## config.mk

```make
export PLATFORM = sky130hd
export DESIGN_NAME = mesm6_mem_arbiter
export DESIGN_NICKNAME = d
export VERILOG_FILES = /design/src/rtl/mesm6_mem_arbiter.sv
export SDC_FILE = /design/constraint.sdc
export NUM_CORES = 1
export LEC_CHECK = 0
export BUFFER_PORTS_ARGS = -buffer_cell sky130_fd_sc_hd__buf_4
export CORE_ASPECT_RATIO = 0.75
export CORE_MARGIN = 1
export CORE_UTILIZATION = 53
export CTS_CLUSTER_SIZE = 25
export DETAILED_ROUTE_END_ITERATION = 6
export GPL_TIMING_DRIVEN = 0
export PLACE_DENSITY = 0.85
export SLEW_MARGIN = 20
export SYNTH_ARGS = -nofsm -noshare
export SYNTH_HDL_FRONTEND = slang
export SYNTH_SLANG_ARGS = --single-unit
```

## constraint.sdc

```tcl
create_clock -name clk -period 3.2 [get_ports clk]
set_input_delay 0.16 -clock clk [delete_from_list [all_inputs] [get_ports clk]]
set_output_delay 0.16 -clock clk [all_outputs]
set_load 0.01 [all_outputs]
```

## src/rtl/mesm6_mem_arbiter.sv

```systemverilog
// Arbitrates one single-ported memory between the MESM-6 instruction and data buses.
// A sampled request set is served data-first, then fetch, and both dones pulse together.
module mesm6_mem_arbiter #(
  parameter int unsigned ADDR_W  = 15,
  parameter int unsigned DATA_W  = 48,
  parameter int unsigned TIMEOUT = 255
) (
  input  logic              clk,
  input  logic              reset_n,
  input  logic              ibus_fetch,
  input  logic [ADDR_W-1:0] ibus_addr,
  output logic [DATA_W-1:0] ibus_input,
  output logic              ibus_done,
  input  logic              dbus_read,
  input  logic              dbus_write,
  input  logic [ADDR_W-1:0] dbus_addr,
  input  logic [DATA_W-1:0] dbus_output,
  output logic [DATA_W-1:0] dbus_input,
  output logic              dbus_done,
  output logic              mem_req,
  output logic              mem_we,
  output logic [ADDR_W-1:0] mem_addr,
  output logic [DATA_W-1:0] mem_wdata,
  input  logic [DATA_W-1:0] mem_rdata,
  input  logic              mem_ack,
  output logic              bus_error
);

  localparam int unsigned CNT_W = (TIMEOUT > 1) ? $clog2(TIMEOUT) : 1;
  localparam logic [CNT_W-1:0] CNT_LAST = CNT_W'((TIMEOUT == 0) ? 0 : TIMEOUT - 1);

  typedef enum logic [1:0] {
    IDLE  = 2'd0,
    DATA  = 2'd1,
    FETCH = 2'd2,
    DONE  = 2'd3
  } state_t;

  state_t             state;
  logic               pend_d;
  logic               pend_i;
  logic               err;
  logic [ADDR_W-1:0]  i_addr;
  logic [CNT_W-1:0]   tcnt;
  logic               timed_out;
  logic               access_end;

  // The timeout fires on the cycle that would push the count to TIMEOUT; a coincident ack wins.
  always_comb begin
    timed_out  = 1'b0;
    if (TIMEOUT != 0)
      timed_out = mem_req && !mem_ack && (tcnt == CNT_LAST);
    access_end = (mem_req && mem_ack) || timed_out;
  end

  always_ff @(posedge clk) begin
    if (!reset_n) begin
      state      <= IDLE;
      pend_d     <= 1'b0;
      pend_i     <= 1'b0;
      err        <= 1'b0;
      i_addr     <= '0;
      tcnt       <= '0;
      mem_req    <= 1'b0;
      mem_we     <= 1'b0;
      mem_addr   <= '0;
      mem_wdata  <= '0;
      ibus_input <= '0;
      dbus_input <= '0;
      ibus_done  <= 1'b0;
      dbus_done  <= 1'b0;
      bus_error  <= 1'b0;
    end else begin
      ibus_done <= 1'b0;
      dbus_done <= 1'b0;
      bus_error <= 1'b0;
      case (state)
        IDLE: begin
          pend_d <= dbus_read | dbus_write;
          pend_i <= ibus_fetch;
          i_addr <= ibus_addr;
          err    <= 1'b0;
          tcnt   <= '0;
          if (dbus_read || dbus_write) begin
            state     <= DATA;
            mem_req   <= 1'b1;
            mem_we    <= dbus_write;
            mem_addr  <= dbus_addr;
            mem_wdata <= dbus_output;
          end else if (ibus_fetch) begin
            state    <= FETCH;
            mem_req  <= 1'b1;
            mem_we   <= 1'b0;
            mem_addr <= ibus_addr;
          end
        end
        DATA: begin
          if (access_end) begin
            if (!mem_we)
              dbus_input <= mem_ack ? mem_rdata : '0;
            if (!mem_ack)
              err <= 1'b1;
            tcnt <= '0;
            // A pending fetch keeps mem_req high and simply swaps in the fetch address.
            if (pend_i) begin
              state    <= FETCH;
              mem_we   <= 1'b0;
              mem_addr <= i_addr;
            end else begin
              state     <= DONE;
              mem_req   <= 1'b0;
              mem_we    <= 1'b0;
              dbus_done <= pend_d;
              bus_error <= err | !mem_ack;
            end
          end else begin
            tcnt <= tcnt + 1'b1;
          end
        end
        FETCH: begin
          if (access_end) begin
            ibus_input <= mem_ack ? mem_rdata : '0;
            if (!mem_ack)
              err <= 1'b1;
            tcnt      <= '0;
            state     <= DONE;
            mem_req   <= 1'b0;
            mem_we    <= 1'b0;
            ibus_done <= pend_i;
            dbus_done <= pend_d;
            bus_error <= err | !mem_ack;
          end else begin
            tcnt <= tcnt + 1'b1;
          end
        end
        DONE: begin
          state <= IDLE;
        end
        default: state <= IDLE;
      endcase
    end
  end

endmodule

```

* After elaboration in Yosys (flattened, before gate mapping)
Index checks and enable logic that the tools add are counted. Widths: inputs -> output; s select.
Word-level totals: register bits 192
Operators by class: multiplexer cells 34, add/subtract/negate cells 1, bitwise gates (word level) 3, reductions and logical operators 20, eq/ne operators 11
Operators by type and width (count):
- $mux 15 | 4
- $mux 48 | 1
- $pmux 15 s2 | 1
- $mux 1 | 16
- $pmux 8 s2 | 1
- $reduce_and 3->1 | 5
- $ne 2x2->1 const B | 5
- $add 8x1->8 const B | 1
- $eq 8x8->1 const B | 1
- $mux 2 | 4
- $mux 8 | 1
- $pmux 1 s2 | 4
- $pmux 2 s4 | 1
- $reduce_and 5->1 | 1
- $eq 2x2->1 const B | 2
- $reduce_and 2->1 | 2
- $reduce_and 4->1 | 1
- $reduce_bool 2->1 | 2
- $logic_and 1x1->1 | 3
- $ne 3x3->1 const B | 1
- $pmux 1 s3 | 1
- $reduce_bool 3->1 | 1
- $eq 2x1->1 const B | 1
- $logic_not 2->1 | 1
- other kinds (6) | 8

* Depth between registers and ports, before layout
Gate-level depths: netlist (run 1).
depth in word-level cells 6, depth in mapped cells 8

* Worst setup path before layout (run 1)
Ideal clock, no wire load.
kind register to register, from reg state[0], to reg mem_addr[4], arrival time 1.621 ns, slack 1.446 ns, setup time 0.132 ns, stages on the path, launching flop included 9, cell sequence dfxtp_1 -> inv_1 -> ha_1 -> buf_2 -> nor4b_2 -> or2_2 -> clkbuf_1 -> o21ai_0 -> a21oi_1
On the way: longest elaborated chain between the ends 3, elaborated cells on any way between the ends 8, those cells by class eq/ne: 4; mux: 1; reduce/logical: 3
RTL lines:
- start, declared | RTL line 39 | state_t state;
- start signal, assigned | RTL line 58 | state <= IDLE;
- start signal, assigned | RTL line 85 | state <= DATA;
- start signal, assigned | RTL line 91 | state <= FETCH;
- $eq 2x1->1 or $logic_not 2->1 (tied branches) | RTL line 77 | case (state)
- $ne 2x2->1 (no source line) (tied with other cells)
- $reduce_and 4->1 (no source line)
- end signal, assigned | RTL line 88 | mem_addr <= dbus_addr;
- end signal, assigned | RTL line 94 | mem_addr <= ibus_addr;
- end signal, assigned | RTL line 108 | mem_addr <= i_addr;
- end, declared | RTL line 22 | output logic [ADDR_W-1:0] mem_addr,
Parallel ways exist; a longest one is shown, timed or not. A chain may end at the register's enable or synchronous reset.

* Worst setup path in the final report (run 1)
from reg state[0], to reg mem_wdata[40]
On the way: longest elaborated chain between the ends 2
RTL lines:
- $logic_not 2->1 | RTL line 77
- $reduce_and 2->1 (no source line)
- end signal, assigned | RTL line 89 | mem_wdata <= dbus_output;
- end, declared | RTL line 23 | output logic [DATA_W-1:0] mem_wdata,
No other way between the ends.

==> results of run 1 <==
worst max-delay path: cells and delay by family (launching register included):
family	cells	cell delay, ns
buf+inv	4	1.01
compound gates	2	0.40
flops	1	0.38
fa+ha+maj	1	0.19
simple gates	1	0.16
sequential cells by signal, summed over array words and instances, names as in the netlist:
register	cells
bus_error	1
ibus_done	1
dbus_done	1
i_addr	15
pend_d	1
pend_i	1
mem_wdata	48
mem_addr	15
dbus_input	48
tcnt	8
state	2
mem_req	1
err	1
ibus_input	48
mem_we	1
synthesized netlist by cell type, drive strengths merged, types with 2 or more instances:
master	number	area, µm²
inv	8	30.03
nand4	2	18.77
nand2	199	747.0
nand3	48	240.2
clkbuf	42	157.7
ha	6	75.07
o2111ai	16	140.1
o21ai	18	93.84
mux2i	114	1141
nor4b	2	23.77
buf	23	137.6
a31oi	2	12.51
o211a	2	20.02
dfxtp	192	3844
nor2	32	122.6
mux2	15	168.9
nand2b	16	100.1
xor2	3	26.28
xnor2	4	35.03
a21oi	67	335.3
nand4b	2	17.52
o211ai	2	15.01
nor3	3	15.01
nor2b	3	18.77
per-layer routing:
metal	up-vias	routed length, µm	part of all wire
li1	3558	-	-
met1	3498	10060	0.43
met2	352	11050	0.47
met3	53	1773	0.075
met4	0	695	0.029
met5	-	0	0
layout make-up:
type / instances / area (µm²) / area share
repair buffers: 347 / 2740 / 0.2462
flip-flops and latches: 192 / 3844 / 0.3454
inverters: 8 / 30.03 / 0.002698
plain buffers: 65 / 295.3 / 0.02653
clock inverters: 12 / 118.9 / 0.01068
well taps: 175 / 219.0 / 0.01967
clock buffers: 19 / 432.9 / 0.03890
multi-input cells: 567 / 3450 / 0.3100
worst max path at each step:
stage and endpoint:
2_1_floorplan mem_addr[4], 3_3_place_gp mem_addr[8], 3_5_place_dp mem_wdata[28], 4_1_cts mem_wdata[28], 5_1_grt mem_wdata[28], 6_report mem_wdata[40]
where the power goes:
part	internal (mW)	switching (mW)
sequential	2.75	0.210
clock	1.03	0.965
combinational	1.02	1.28
total	4.80	2.45
cell families (layout without fill, tap and decap cells):
group	count (synthesis)	after routing	synth area share
simple gates	314	314	0.1774
flops	192	192	0.5045
mux	129	129	0.1719
compound gates	111	111	0.08556
buf+inv	73	451	0.04270
xor+xnor	7	7	0.008047
fa+ha+maj	6	6	0.009854
per-stage QoR:
| stage | cells | area [µm²] |
|---|---|---|
| after detailed placement | 1300 | 10040 |
| after floorplan | 832 | 7619 |
| after global placement | 1300 | 10040 |
| after CTS | 1385 | 11130 |
| final | 1385 | 11130 |
| after global routing | 1385 | 11130 |
==> metrics.md, run 1 <==
| Metric | Value |
|---|---|
| Antenna violations before repair | `0` |
| Final core occ | `0.8014` |
| Vias per std cell | `5.387` |
| Leak | `5.414 nW` |
| Root Driver | `clkbuf_16` |
| CTS resizes | `0` |
| Worst slew pin tran | `0.7145 ns` |
| Vias in the first global route | `7533` |
| Most used flip-flop cell after synthesis | `dfxtp_1` |
| Worst-path clk slew | `0.07 ns` |
| Die H | `105.8 µm` |
| Crit-path max FO | `10` |
| Async SR Flop Fraction | `0` |
| Hold Path End | `i_addr[7]` |
| Reg2reg start | `state[0]` |
| H-tree levels | `4` |
| Fillers | `924` |
| Most frequent cells in the layout | `buf_4, nand2_1, dfxtp_1, mux2i_1, a21oi_1` |
| GR Util met2 | `0.5314` |
| Tmin final | `2.219 ns` |
| Crit-path slowest cell | `buf_1` |
| R2R Setup Slk | `0.98 ns` |
| R2r worst-path depth | `8` |
| Most used cell, CP | `buf_2` |
| Hold WC Path Type | `in2reg` |
| Mean Syn Cell Area | `9.157 µm²` |
| TritonCTS sink count | `192` |
| Slew HR | `0.5237` |
| Gpl congestion | `0.8719` |
| Port Buffer Count | `293` |
| Unique masters post-synth | `42` |
| Post-synthesis sequential area ratio | `0.5045` |
| N_diodes | `0` |
| Nets | `1336` |
| M1 GR Usage | `0.3932` |
| Critical Path AT | `2.57 ns` |
| DRT Wirelength | `23590 µm` |
| Place WS | `1.085 ns` |
| Reg-to-reg critical path endpoint | `mem_wdata[40]` |
| Core area | `13890 µm²` |
| Hold Fails Final Rpt | `0` |
| CP Launch Point | `state[0]` |
| Bufs on Longest Clock Path | `2` |
| EDFF count, synth | `0` |
| Syn. warnings | `0` |
| Result of the run | `finished clean` |
| WHS | `0.01325 ns` |
| FF+latch count, synth | `192` |
| Syn Inst Count | `832` |
| Overall power consumption | `7.253 mW` |
| CTS tree | `yes` |
| GRT Resource Usage Total | `0.3156` |
| Syn-to-layout area delta | `46.08%` |
| CP cell instances | `inv_1 > ha_1 > buf_2 > o21ai_0 > buf_2 > buf_1 > nand2_1 > a21oi_1` |
| Syn nets | `970` |
| Met3 usage | `0.06633` |
| CP Launch Type | `flop` |
| CP max stage delay | `0.43 ns` |
| Num ports | `296` |
| Most common cell after layout, fill and taps aside | `buf_4` |
| Hold Crit Start | `ibus_addr[7]` |
| DRT Pass-1 Iters | `5` |
| Mapped cell area | `7619 µm²` |
| Initial core utilization | `0.5486` |
| Hold buffers post-CTS | `54` |
| PwrDens | `651.7 nW/µm²` |
| VDD IR max | `0.0004465 V` |
| Setup TNS | `0 ns` |
| Clk_lat worst skew | `0.42 ns` |
| Total CTS buffers | `17` |
| WP data required | `3.55 ns` |
| Setup ws final | `0.9809 ns` |
| Row count | `37` |
| Critical path class | `reg2reg` |
| Clk_skew | `0.01413 ns` |
| # DRC | `0` |
| Busiest grt layer | `met2` |
| Die Wd | `140.4 µm` |
| Postcts setup bufs | `0` |
| Die area | `14860 µm²` |
| Setup violators final | `0` |
| WHS Path Cells | `3` |
| Max-cap viol count | `0` |
| RSZ-0062 raised after global routing | `no` |
| DR iter-0 viols | `471` |
| Largest net degree at the start of global routing | `19` |
| CP Capture Type | `flop` |
| Max Clk Rate | `0.4506 GHz` |
| Share of layout cells above drive strength 1 | `0.2983` |
| Fin crit share | `0.6935` |
| DR vias | `7461` |
| Max-slew violations | `0` |
| First-pass GRT wire length | `37030 µm` |
| Grt total ovfl | `0` |
| Antenna-violating nets left | `0` |
| Per-cell routed wire length | `17.03 µm` |
| Final HPWL from detailed placement | `16550 µm` |
Note: power is estimated with default switching activity, not from simulation.
==> run 2: changes to the inputs <==
--- a/config.mk
+++ b/config.mk
@@ -5,14 +5,15 @@
 export SDC_FILE = /design/constraint.sdc
 export NUM_CORES = 1
 export LEC_CHECK = 0
+export ABC_AREA = 1
 export BUFFER_PORTS_ARGS = -buffer_cell sky130_fd_sc_hd__buf_4
 export CORE_ASPECT_RATIO = 0.75
 export CORE_MARGIN = 1
-export CORE_UTILIZATION = 53
+export CORE_UTILIZATION = 44
 export CTS_CLUSTER_SIZE = 25
 export DETAILED_ROUTE_END_ITERATION = 6
 export GPL_TIMING_DRIVEN = 0
-export PLACE_DENSITY = 0.85
+export PLACE_DENSITY = 0.75
 export SLEW_MARGIN = 20
 export SYNTH_ARGS = -nofsm -noshare
 export SYNTH_HDL_FRONTEND = slang
==> constraint.sdc (replaced) <==
create_clock -name clk -period 1.9 [get_ports clk]
set_input_delay 0.095 -clock clk [delete_from_list [all_inputs] [get_ports clk]]
set_output_delay 0.095 -clock clk [all_outputs]
set_load 0.01 [all_outputs]
==> run 2 against run 1 <==
  * Combinational power increased by 120%
  * Synthesized area increased by 2.5%
  * Largest cell class unchanged
  * Die area increased by 23%
  * Non-clock buffer count is 19 higher
  * Via count grew 15%
  * Critical path depth up 3
  * Register-to-register slack worse by 0.87 ns
==> metrics.md, run 2 <==
| Metric | Value |
|---|---|
| EDFF count, synth | `0 (unchanged)` |
| Vias in the first global route | `8134 (was 7533)` |
| WP data required | `2.19 ns (was 3.55 ns)` |
| Grt total ovfl | `0 (unchanged)` |
| Die area | `18300 µm² (was 14860 µm²)` |
| Critical path class | `reg2reg (unchanged)` |
| DR iter-0 viols | `768 (was 471)` |
| Commonest cells post-synth | `nand2_1, dfxtp_1, nor2_1 (was nand2_1, dfxtp_1, mux2i_1)` |
| Fin crit share | `0.9394 (was 0.6935)` |
| Syn Inst Count | `1092 (was 832)` |
| Hold Fails Final Rpt | `0 (unchanged)` |
| Result of the run | `finished clean (unchanged)` |
| Async SR Flop Fraction | `0 (unchanged)` |
| Clk_lat worst skew | `0.43 ns (was 0.42 ns)` |
| Num ports | `296 (unchanged)` |
| First-pass GRT wire length | `40920 µm (was 37030 µm)` |
| WHS | `0.01435 ns (was 0.01325 ns)` |
| Switching pwr | `5.194 mW (was 2.451 mW)` |
| Final HPWL from detailed placement | `18190 µm (was 16550 µm)` |
| Max-cap viol count | `0 (unchanged)` |
| Most common cell after layout, fill and taps aside | `buf_4 (unchanged)` |
| Clock power share | `0.249 (was 0.275)` |
| Hold WC Path Type | `in2reg (unchanged)` |
| RSZ-0062 raised after global routing | `no (unchanged)` |
| Initial core utilization | `0.4573 (was 0.5486)` |
| Gpl congestion | `0.8551 (was 0.8719)` |
| CP Capture Type | `flop (unchanged)` |
| Max Clk Rate | `0.5602 GHz (was 0.4506 GHz)` |
| Worst-path clk slew | `0.07 ns (about the same)` |
| Mean Syn Cell Area | `7.153 µm² (was 9.157 µm²)` |
| R2r worst-path depth | `11 (was 8)` |
| Multi-input gate area in the final layout | `3356 µm² (was 3450 µm²)` |
| CTS tree | `yes (unchanged)` |
| DR vias | `8547 (was 7461)` |
| R2R Setup Slk | `0.12 ns (was 0.98 ns)` |
| Row count | `41 (was 37)` |
| Unique masters post-synth | `31 (was 42)` |
| Critical Path AT | `2.07 ns (was 2.57 ns)` |
| Most common cell in the netlist | `nand2_1 (unchanged)` |
| Switching part of the total power | `0.3786 (was 0.3380)` |
| Syn. warnings | `0 (unchanged)` |
| Clk_skew | `0.01008 ns (was 0.01413 ns)` |
| Leading area contributor after synthesis | `dfxtp_1 (unchanged)` |
| Tmin final | `1.785 ns (was 2.219 ns)` |
| Port Buffer Count | `294 (was 293)` |
| Setup violators final | `0 (unchanged)` |
| Die Wd | `155.9 µm (was 140.4 µm)` |
| Nets | `1607 (was 1336)` |
| Largest net degree at the start of global routing | `20 (was 19)` |
| Hold Crit Start | `mem_rdata[46] (was ibus_addr[7])` |
| Setup TNS | `0 ns (unchanged)` |
| Top cell type's share of synthesized area | `0.4921 (was 0.5045)` |
| Hold Path End | `dbus_input[46] (was i_addr[7])` |
| DRT Wirelength | `26170 µm (was 23590 µm)` |
| WHS Path Cells | `5 (was 3)` |
| FF+latch count, synth | `192 (unchanged)` |
| Internal power | `8.524 mW (was 4.802 mW)` |
| Antenna-violating nets left | `0 (unchanged)` |
| Leak | `5.496 nW (was 5.414 nW)` |
| Root Driver | `clkbuf_16 (unchanged)` |
| Post-synthesis sequential area ratio | `0.4921 (was 0.5045)` |
| Reg2reg start | `tcnt[0] (was state[0])` |
| Vias per std cell | `4.975 (was 5.387)` |
| Antenna violations before repair | `1 (was 0)` |
| Bufs on Longest Clock Path | `2 (unchanged)` |
| Per-cell routed wire length | `15.23 µm (was 17.03 µm)` |
| DRT Pass-1 Iters | `5 (unchanged)` |
| PwrDens | `1183 nW/µm² (was 651.7 nW/µm²)` |
| Slew HR | `0.4740 (was 0.5237)` |
| Crit-path max FO | `10 (unchanged)` |
| VDD IR max | `0.0006635 V (was 0.0004465 V)` |
| Sequential Area | `3844 µm² (unchanged)` |
| TritonCTS sink count | `192 (unchanged)` |
| Largest regs | `dbus_input: 48 flops, ibus_input: 48 flops, mem_wdata: 48 flops (unchanged)` |
| Combinational Power Share | `0.372 (was 0.317)` |
| Share of layout cells above drive strength 1 | `0.2667 (was 0.2983)` |
| Core area | `17080 µm² (was 13890 µm²)` |
| Total CTS buffers | `17 (unchanged)` |
| Max-slew violations | `0 (unchanged)` |
| CP Launch Type | `flop (unchanged)` |
| Die H | `117.4 µm (was 105.8 µm)` |
| Worst slew pin tran | `0.7890 ns (was 0.7145 ns)` |
| Cells taking the most area after synthesis | `dfxtp_1, nand2_1, nor2_1 (was dfxtp_1, mux2i_1, nand2_1)` |
| GRT Resource Usage Total | `0.2836 (was 0.3156)` |
| Mapped cell area | `7811 µm² (was 7619 µm²)` |
| Most frequent cells in the layout | `buf_4, nand2_1, dfxtp_1, nor2_1, a21oi_1 (was buf_4, nand2_1, dfxtp_1, mux2i_1, a21oi_1)` |
| Reg-to-reg critical path endpoint | `dbus_input[6] (was mem_wdata[40])` |
| Syn-to-layout area delta | `48.39% (was 46.08%)` |
| Syn nets | `1230 (was 970)` |
| # DRC | `0 (unchanged)` |
| H-tree levels | `4 (unchanged)` |
| Most used flip-flop cell after synthesis | `dfxtp_1 (unchanged)` |
| Fillers | `1470 (was 924)` |
| Seq pwr share | `0.378 (was 0.409)` |
-- run 2: how the worst max path moves through the flow --
stage	from	slack, ns	end
after detailed placement	state[0]	-0.25	mem_wdata[45]
after global placement	state[0]	-0.25	mem_wdata[45]
after CTS	tcnt[0]	0.0004	ibus_input[15]
final	tcnt[0]	0.12	dbus_input[6]
after global routing	state[1]	0.005	mem_addr[11]
after floorplan	tcnt[0]	0.24	dbus_input[0]
-- run 2: layer usage --
metal | global-route usage | vias to the layer above | routed length (µm)
met5 | 0 | - | 0
met4 | 0.1219 | 0 | 746
met3 | 0.07058 | 56 | 1811
met2 | 0.4434 | 324 | 12140
met1 | 0.3697 | 3963 | 11470
li1 | - | 4204 | -
-- run 2: power by group through the flow --
stage / Sequential (mW) / Clock, mW / Combinational, mW
5_1_grt: 5.27 / 3.64 / 5.68
3_3_place_gp: 5.23 / 0 / 4.75
4_1_cts: 5.18 / 3.46 / 4.94
3_5_place_dp: 5.26 / 0 / 4.80
2_1_floorplan: 5.46 / 0 / 2.63
6_report: 5.19 / 3.42 / 5.11
-- run 2: cell type report --
type,instances,share of cell area
Tap cell,236,0.02547
Antenna cell,1,0.0002159
Inverter,84,0.02720
Sequential cell,192,0.3316
Timing Repair Buffer,360,0.2470
Multi-Input combinational cell,743,0.2895
Clock inverter,14,0.01112
Clock buffer,17,0.03670
Buffer,71,0.03120
-- run 2: metrics by stage --
stage,cells,area (µm²),worst slack [ns],util,power (mW)
CTS,1715,11510,0.0003746,0.6739,13.57
global placement,1622,10310,-0.2506,0.6038,9.979
detailed placement,1622,10310,-0.2542,0.6038,10.06
finish,1718,11590,0.1151,0.6785,13.72
floorplan,1092,7811,0.2367,-,8.089
global route,1717,11590,0.004549,0.6784,14.59
-- run 2: worst max-delay path, stage by stage (launching register included) --
cell and delay, ns:
dfxtp_1 0.32, inv_1 0.09, ha_1 0.15, inv_1 0.06
nor2_4 0.13, nand3_4 0.12, nand2_8 0.12, nand3b_4 0.11
buf_4 0.20, buf_4 0.18, nand2_1 0.09, a21oi_2 0.06
-- run 2: kinds of logic after synthesis --
kind of cell	Yosys count	share of synthesized area
buffers and inverters	157	0.08201
AND/OR/NAND/NOR	541	0.2810
AO/OA/AOI/OAI	193	0.1320
flip-flops	192	0.4921
adder cells (fa/ha/maj)	6	0.009611
XOR/XNOR	3	0.003364
-- run 2: repair_timing --
action                                  CTS  global route
endpoints found under the setup margin   85           133
pin swaps                                 0             1
hold buffers                             64             0
gates cloned                              0             0
buffers inserted                          0             2
endpoints found under the hold margin    64             0
gates resized for setup                   8            42
